### config.mk
export PLATFORM = sky130hd
export DESIGN_NAME = fetch_queue
export DESIGN_NICKNAME = d
export VERILOG_FILES = /design/src/rtl/fetch_queue.sv
export SDC_FILE = /design/constraint.sdc
export NUM_CORES = 1
export LEC_CHECK = 0
export CORE_AREA = 10 10 152 154
export DETAILED_ROUTE_END_ITERATION = 6
export DIE_AREA = 0 0 162 164
export GPL_TIMING_DRIVEN = 0
export HOLD_SLACK_MARGIN = 0.1
export PLACE_DENSITY = 0.9
export SYNTH_ARGS = -nofsm -noshare
export SYNTH_HDL_FRONTEND = slang
export SYNTH_SLANG_ARGS = --single-unit
### constraint.sdc
create_clock -name CLK -period 12.35 [get_ports CLK]
set_input_delay 1.235 -clock CLK [delete_from_list [all_inputs] [get_ports CLK]]
set_output_delay 1.235 -clock CLK [all_outputs]
set_load 0.01 [all_outputs]
### src/rtl/fetch_queue.sv
`default_nettype none
// +------------------------------------------------------------------------+
// | Module   : fetch_queue                                                 |
// | Purpose  : Instruction prefetch queue between fetch and decode.        |
// |            Captures {PC, Instr} pairs into a circular FIFO, presents   |
// |            the oldest entry to decode via valid/ready, stalls the PC   |
// |            when full, and supports a redirect flush that can retain    |
// |            the branch delay-slot entry.                                |
// | Revision : 1.0  initial release                                        |
// +------------------------------------------------------------------------+
module fetch_queue #(
  parameter int DEPTH = 4,  // number of entries, power of two, >= 2
  parameter int AW    = 2   // pointer width, log2(DEPTH)
) (
  input  logic          CLK,
  input  logic          Reset,
  // fetch side
  input  logic          IF_Valid,
  input  logic [31:0]   IF_PC,
  input  logic [31:0]   IF_Instr,
  output logic          IF_Stall,
  // decode side
  input  logic          ID_Ready,
  output logic          ID_Valid,
  output logic [31:0]   ID_PC,
  output logic [31:0]   ID_Instr,
  output logic [31:0]   ID_PC8,
  // redirect control
  input  logic          Flush,
  input  logic          KeepSlot,
  // occupancy
  output logic [AW:0]   Count
);

  // Occupancy value that means "every entry holds a valid pair".
  localparam logic [AW:0] C_CNT_FULL = (AW+1)'(DEPTH);
  // Link-address offset: jal/jalr return past the delay slot.
  localparam logic [31:0] C_LINK_OFS = 32'd8;

  // ---------------------------------------------------------------------
  // Storage and pointer state
  // ---------------------------------------------------------------------
  logic [31:0] mem_pc_q    [DEPTH];
  logic [31:0] mem_instr_q [DEPTH];

  logic [AW-1:0] rd_q,  rd_d;
  logic [AW-1:0] wr_q,  wr_d;
  logic [AW:0]   cnt_q, cnt_d;

  // ---------------------------------------------------------------------
  // Handshake qualifiers
  // ---------------------------------------------------------------------
  logic          full_w;
  logic          empty_w;
  logic          push_w;
  logic          pop_w;
  logic [AW-1:0] pop_inc_w;   // pop zero-extended to pointer width
  logic [AW-1:0] rd_pop_w;    // head pointer after this cycle's pop
  logic [AW:0]   cnt_pop_w;   // occupancy after this cycle's pop
  logic          keep_w;      // flush keeps the delay-slot entry

  // Status flags and push/pop qualification; all flags derive only from
  // registered occupancy, so IF_Stall never depends on this cycle's inputs.
  always_comb begin
    full_w    = (cnt_q == C_CNT_FULL);
    empty_w   = (cnt_q == '0);
    // A flush cycle never pushes: the pair being fetched is on the wrong path.
    push_w    = IF_Valid && !full_w && !Flush;
    // Decode consumes the head only when one is being presented.
    pop_w     = !empty_w && ID_Ready;
    pop_inc_w = {{(AW-1){1'b0}}, pop_w};
    rd_pop_w  = rd_q + pop_inc_w;
    cnt_pop_w = cnt_q - {{AW{1'b0}}, pop_w};
    // Only keep a slot when something actually remains after the pop.
    keep_w    = KeepSlot && (cnt_pop_w != '0);
  end

  // Next-state selection for pointers and occupancy; Flush outranks push/pop.
  always_comb begin
    rd_d  = rd_q;
    wr_d  = wr_q;
    cnt_d = cnt_q;
    if (Flush) begin
      // The pop still retires the branch; the queue is then cut back.
      rd_d = rd_pop_w;
      if (keep_w) begin
        // Retain exactly the entry following the branch (its delay slot).
        wr_d  = rd_pop_w + {{(AW-1){1'b0}}, 1'b1};
        cnt_d = {{AW{1'b0}}, 1'b1};
      end else begin
        wr_d  = rd_pop_w;
        cnt_d = '0;
      end
    end else begin
      rd_d  = rd_pop_w;
      wr_d  = wr_q + {{(AW-1){1'b0}}, push_w};
      // Simultaneous push and pop cancel, leaving occupancy unchanged.
      cnt_d = cnt_q + {{AW{1'b0}}, push_w} - {{AW{1'b0}}, pop_w};
    end
  end

  // Pointer and occupancy registers with synchronous active-high reset.
  always_ff @(posedge CLK) begin
    if (Reset) begin
      rd_q  <= '0;
      wr_q  <= '0;
      cnt_q <= '0;
    end else begin
      rd_q  <= rd_d;
      wr_q  <= wr_d;
      cnt_q <= cnt_d;
    end
  end

  // Entry storage write; contents need no reset since occupancy gates reads.
  always_ff @(posedge CLK) begin
    if (push_w && !Reset) begin
      mem_pc_q[wr_q]    <= IF_PC;
      mem_instr_q[wr_q] <= IF_Instr;
    end
  end

  // ---------------------------------------------------------------------
  // Decode-side output mux
  // ---------------------------------------------------------------------

  // Present the head entry, or a zero PC with an all-zero word (sll nop)
  // when empty, so decode never sees stale storage.
  always_comb begin
    ID_Valid = !empty_w;
    ID_PC    = '0;
    ID_Instr = '0;
    if (!empty_w) begin
      ID_PC    = mem_pc_q[rd_q];
      ID_Instr = mem_instr_q[rd_q];
    end
    ID_PC8   = ID_PC + C_LINK_OFS;
    IF_Stall = full_w;
    Count    = cnt_q;
  end

endmodule
`default_nettype wire
==> results of run 1 <==
registers in the layout, indices dropped and copies added, names as in the netlist:
name,flops
wr_q,2
rd_q,2
Count,3
mem_pc_q,128
mem_instr_q,128
synthesized netlist by cell type, drive strengths merged (8+ instances only):
cell,number,area share [%]
and2,58,3.3
buf,22,1.5
clkbuf,8,0.27
edfxtp,256,70
inv,11,0.38
mux4,67,14
nand2,40,1.4
nand3,8,0.41
nor2,16,0.55
xnor2,21,1.7
xor2,14,1.1
power by group:
part	switching [mW]	internal [mW]	total [mW]
Combinational	0.145	0.163	0.308
Sequential	0.00679	0.996	1.00
Clock	0.309	0.458	0.768
Total	0.461	1.62	2.08
layout make-up:
class | instances | area [µm²] | area share, %
plain buffers | 30 | 192.7 | 1.376
inverters | 11 | 41.29 | 0.2949
repair buffers | 179 | 1872 | 13.37
diodes | 2 | 5.005 | 0.03574
clock buffers | 31 | 690.7 | 4.932
clock inverters | 15 | 145.1 | 1.036
flip-flops and latches | 263 | 7828 | 55.90
multi-input cells | 265 | 2892 | 20.65
well taps | 270 | 337.8 | 2.412
path summary, 6_finish.rpt:
kind	start	endpoint	depth (start not counted)
worst max-delay path	Count[1]$_SDFF_PP0_	ID_PC8[31]	12
worst min-delay path	Count[2]$_SDFF_PP0_	Count[2]$_SDFF_PP0_	2
worst max register to register	Count[1]$_SDFF_PP0_	mem_instr_q[2][15]$_DFFE_PP_	7
worst min register to register	Count[2]$_SDFF_PP0_	Count[2]$_SDFF_PP0_	2
tightest hold or removal path, delay by kind of cell (launching register included):
kind / cells / cell delay [ns]
AND/OR/NAND/NOR: 1 / 0.04
flip-flops: 1 / 0.37
XOR/XNOR: 1 / 0.17
metal layers:
metal,track usage [%],vias to the layer above,part of all wire [%]
met5,0,-,0.052
met4,5.376,2,1.9
met3,4.856,40,8.0
met2,32.70,276,52
met1,21.98,3044,38
li1,-,2659,-
kinds of logic (layout without fill, tap and decap cells):
kind of cell	Yosys count	after routing	share of synthesized area, %
AO/OA/AOI/OAI	4	4	0.2633
XOR/XNOR	35	35	2.805
multiplexers	70	70	14.61
other	0	2	0
buffers and inverters	41	266	2.141
AND/OR/NAND/NOR	152	152	8.049
adder cells (fa/ha/maj)	4	4	0.5038
flip-flops	263	263	71.63
stage by stage:
step | utilization, % | worst slack, ns | instance area [µm²] | hold WS [ns]
5_1_grt | 69.87 | 6.767 | 14000 | 0.6928
2_1_floorplan | - | 4.973 | 10930 | 0.6170
3_5_place_dp | 65.68 | 7.562 | 13160 | 0.6290
4_1_cts | 69.86 | 6.940 | 14000 | 0.6380
6_report | 69.88 | 6.967 | 14000 | 0.6318
3_3_place_gp | 64.61 | 1.270 | 12950 | 0.6090
==> impl_results.md, run 1 <==
* Vias/cell at between 5 and 6
* Sink Count at around 260
* Ports at 171
* Crit path time final at 5.383 ns
* Routed vias at 6021
* Synthesized instance count at 569
* Max Clk Rate at 185.8 MHz
* DR WL/cell at 23.39 µm
* EDFF count, synth at 256
* Number of filler cells placed in the layout at approximately 1300
* DRT iter0 DRCs at 368
* Critical path type: reg -> out
* Cells along the critical path: nor3_4, inv_1, buf_6, clkbuf_1, and2_1, ha_1, nand3_2, nor4_2, and4_4, nor4b_4, xor2_1, clkdlybuf4s50_1
* Cells after DPL at around 1000
* Predominant post-synthesis flop cell: edfxtp_1
* PwrDens at 148.4 nW/µm²
* Die Width at 162 µm
* Setup bufs post-CTS at 0
* Chip height at 164 µm
* Yosys reg bits at 263
* Delay-heaviest family, CP: buffers and inverters
* Total power at 2.078 mW
* TritonCTS Buffers at 26
* Clock root cell: clkbuf_16
* VDD IR max at 0.1321 mV
* Largest net degree at the start of global routing at 47
* Cts-stage hold buffer count at 0
* Global-route wire length before repair at 38.57 mm
* P_leak at between 4 and 5 nW
* Final Hold Vio Count at 0
* Vias in the first global route at 6628
* HPWL Detailed at 17.81 mm
* Max-slew headroom at between 50% and 60%
* Num rows at 52
* R2R setup slack at 9.39 ns
* Mapped cell area at 10930 µm²
* H-tree depth at 1
* Max-cap violation count at 0
* Final Max Slew Viols at 0
* Share of cells above drive strength 1 at ~17%
* Seq/Total Area, Yosys at 71.63%
* Initial antenna violation count at 2
* Clk pin slew, worst setup/hold paths at roughly 0.06 ns
* Yosys Warn Count at 0
* Synthesized net count at about 640
* Commonest non-fill, non-tap cell in the layout: edfxtp_1
* Status: complete, no violations
* Tcrit/Tclk final at around 44%
* Grt total ovfl at 0
* Commonest non-fill, non-tap cells in the layout: edfxtp_1, clkdlybuf4s50_1, and2_1
* Startpoint type of the worst setup path: flip-flop
* Layout Cells excl Fill at 1066
* CTS tree: built
* Slew @ Worst Pin at 0.7131 ns
* Worst EP arrival at 4.15 ns
* Core ar. at 20040 µm²
* Clock Path Buffers at 3
* Clk_skew at 0.008596 ns
* Post-DRT Antenna Nets at 0
* Required time worst endpoint at 11.11 ns
* GPL Wtd Cong at 0.9876
* Slowest stage cell, crit path: clkdlybuf4s50_1
* Residual DRC count at 0
* Post_cts resized at 0
* Setup TNS at 0 ns
* Nets@finish at 849
* Input/output buffers at 168
* Worst Hold Class: reg -> reg
* Crit-path max FO at 10
* Syn avg cell area at 19.21 µm²
* WL final at 24.94 mm
* Distinct cells, synth at 41
* Clk Latency, worst-skew pair at between 0.5 and 0.6 ns
* Synth-to-layout area growth at 28.14%
* DR pass1 iterations at 5
* Setup repair after global routing missed its margin: false
* Worst Path Buf+Inv at 4
* Die area at approximately 27000 µm²
* Worst stage delay on the critical path at 0.56 ns
* Initial Util at between 50% and 60%
* All-Layer GR Usage at 18.54%
* Async SR Flop Fraction at 0%
* Final-report setup violation count at 0
* CP endpoint kind: primary output
Note: power is estimated with default switching activity, not from simulation.
==> inputs of run 2 (changes only) <==
==> config.mk (replaced) <==
export PLATFORM = sky130hd
export DESIGN_NAME = fetch_queue
export DESIGN_NICKNAME = d
export VERILOG_FILES = /design/src/rtl/fetch_queue.sv
export SDC_FILE = /design/constraint.sdc
export NUM_CORES = 1
export LEC_CHECK = 0
export CORE_AREA = 10 10 154 156
export DETAILED_ROUTE_END_ITERATION = 6
export DIE_AREA = 0 0 164 166
export GPL_TIMING_DRIVEN = 0
export HOLD_SLACK_MARGIN = 0.1
export PLACE_DENSITY = 0.88
export SYNTH_ARGS = -nofsm -noshare
export SYNTH_HDL_FRONTEND = slang
export SYNTH_SLANG_ARGS = --single-unit
==> constraint.sdc (replaced) <==
create_clock -name CLK -period 5.6 [get_ports CLK]
set_input_delay 0.56 -clock CLK [delete_from_list [all_inputs] [get_ports CLK]]
set_output_delay 0.56 -clock CLK [all_outputs]
set_load 0.01 [all_outputs]
==> impl_results.md, run 2 (synthesis results as in run 1) <==
* H-tree depth at 1
* Synth-to-layout area growth at 27.97%
* Net Sw Frac at 23.12%
* R2R depth at 11
* Die area at about 27000 µm²
* R2R setup slack at 2.73 ns
* Post_cts resized at 0
* Max-cap violation count at 0
* Commonest non-fill, non-tap cells in the layout: edfxtp_1, clkdlybuf4s50_1, and2_1
* Final Max Slew Viols at 0
* Post-route cell area at about 14000 µm²
* Core ar. at 20690 µm²
* Vias/cell at 5.517
* R2R Path Start: Count[2]$_SDFF_PP0_
* Worst stage delay on the critical path at 0.56 ns
* Clk Latency, worst-skew pair at between 0.5 and 0.6 ns
* HP Start: Reset
* Total power at 4.479 mW
* Crit path time final at 4.678 ns
* Initial Util at a little over half
* Clk_skew at 0.01797 ns
* Required time worst endpoint at approximately 5.0 ns
* DR WL/cell at 22.88 µm
* Residual DRC count at 0
* Post-DRT Antenna Nets at 0
* Hold endpoint: rd_q[1]$_SDFF_PP0_
* Vias in the first global route at 6327
* Cells along the critical path: nor3_4, inv_1, buf_6, clkbuf_1, and2_1, ha_1, nand3_2, nor3_2, and3_1, nand3_1, xnor2_1, clkdlybuf4s50_1
* WL final at 24.48 mm
* Crit-path max FO at 10
* Tcrit/Tclk final at 83.53%
* GRT met2 Usage at about 30%
* Logic gate share of total power at 15.1%
* Max-slew headroom at 48.81%
* Worst EP arrival at 4.12 ns
* P_leak at about 4.6 nW
* Startpoint type of the worst setup path: flip-flop
* Ports at 171
* Num rows at 53
* Largest net degree at the start of global routing at between 40 and 50
* Worst Hold Class: in -> reg
* All-Layer GR Usage at 17.72%
* Sink Count at 263
* Nets@finish at 848
* Global-route wire length before repair at 37.46 mm
* Most used routing layer: met2
* Worst hold stages at 2
* Sequential Power Share at 49.4%
* CP endpoint kind: primary output
* Setup repair after global routing missed its margin: false
* Max Clk Rate at around 210 MHz
* Final-report setup violation count at 0
* Slowest stage cell, crit path: clkdlybuf4s50_1
* Clk pin slew, worst setup/hold paths at roughly 0.060 ns
* Reg2reg end: Count[2]$_SDFF_PP0_
* Met1 GRT Util at 21.90%
* Clock Path Buffers at 3
* Critical path type: reg -> out
* DR pass1 iterations at 4
* Hold_ws at 0.3946 ns
* Die Width at 164 µm
* VDD IR max at 0.2540 mV
* Input/output buffers at 168
* Share of cells above drive strength 1 at 17.38%
* Sw Pwr at just over 1 mW
* DRT iter0 DRCs at about 370
* P_int at 3.443 mW
* GPL Wtd Cong at 0.7819
* HPWL Detailed at 17.58 mm
* CTS tree: built
* Placed instance area at between 10000 and 15000 µm²
* Initial antenna violation count at 3
* Setup bufs post-CTS at 0
* Status: complete, no violations
* Clock root cell: clkbuf_16
* Chip height at 166 µm
* Cts-stage hold buffer count at 0
* Grt total ovfl at 0
* Clock power frac at 35.6%
* Met3 Use GR at 5.578%
* TritonCTS Buffers at 27
* Commonest non-fill, non-tap cell in the layout: edfxtp_1
* Routed vias at 5903
* Final Hold Vio Count at 0
* Slew @ Worst Pin at 0.7660 ns
* PwrDens at 320.3 nW/µm²
==> run 2: how the worst max path moves through the flow <==
| stage | from | endpoint | slack, ns | depth (start not counted) |
|---|---|---|---|---|
| after floorplan | Flush | mem_instr_q[2][0]$_DFFE_PP_ | 0.96 | 5 |
| after global placement | IF_Valid | mem_instr_q[1][8]$_DFFE_PP_ | -1.51 | 5 |
| after detailed placement | Count[1]$_SDFF_PP0_ | ID_PC8[21] | 1.38 | 12 |
| after CTS | Count[1]$_SDFF_PP0_ | ID_PC8[19] | 0.80 | 12 |
| after global routing | Count[1]$_SDFF_PP0_ | ID_PC8[21] | 0.63 | 12 |
| final | Count[1]$_SDFF_PP0_ | ID_PC8[19] | 0.92 | 12 |
==> run 2: area by class of cell <==
class / instances / area (µm²)
sequential: 263 / 7828
fill: 1422 / 6705
multi-input combinational: 265 / 2898
timing repair buffer: 177 / 1889
clock buffer: 32 / 694.4
tap: 275 / 344.1
buffer: 30 / 192.7
clock inverter: 16 / 95.09
inverter: 11 / 41.29
antenna: 1 / 2.502
==> run 2: power by group through the flow <==
stage	sequential (mW)	combinational (mW)	clock, mW
finish	2.21	0.674	1.59
global route	2.21	0.724	1.71
CTS	2.21	0.689	1.63
detailed placement	2.25	0.685	0
global placement	2.25	0.662	0
floorplan	2.25	0.333	0
==> run 2: critical path, delay by kind of cell, from the launching register on <==
| kind | cells | cell delay [ns] |
|---|---|---|
| xor gates and xnor gates | 1 | 0.15 |
| adders and majority gates | 1 | 0.24 |
| buffers and inverters | 4 | 1.37 |
| DFF | 1 | 0.47 |
| and+or+nand+nor | 6 | 1.35 |
==> run 2: metrics by stage <==
step                worst slack (ns)  utilization, %  setup TNS [ns]  instances
floorplan                     0.9648               -               0        569
global placement              -1.509           62.63         -259.22       1012
detailed placement             1.375           63.76               0       1021
CTS                           0.7981           67.58               0       1069
global route                  0.6260           67.59               0       1070
finish                        0.9224           67.59               0       1070
==> run 2: metal layers <==
layer,up-vias,wire length (µm),share of wire [%]
li1,2655,-,-
met1,2992,9538,39
met2,216,12350,50
met3,36,2150,8.8
met4,4,410,1.7
met5,-,26,0.11
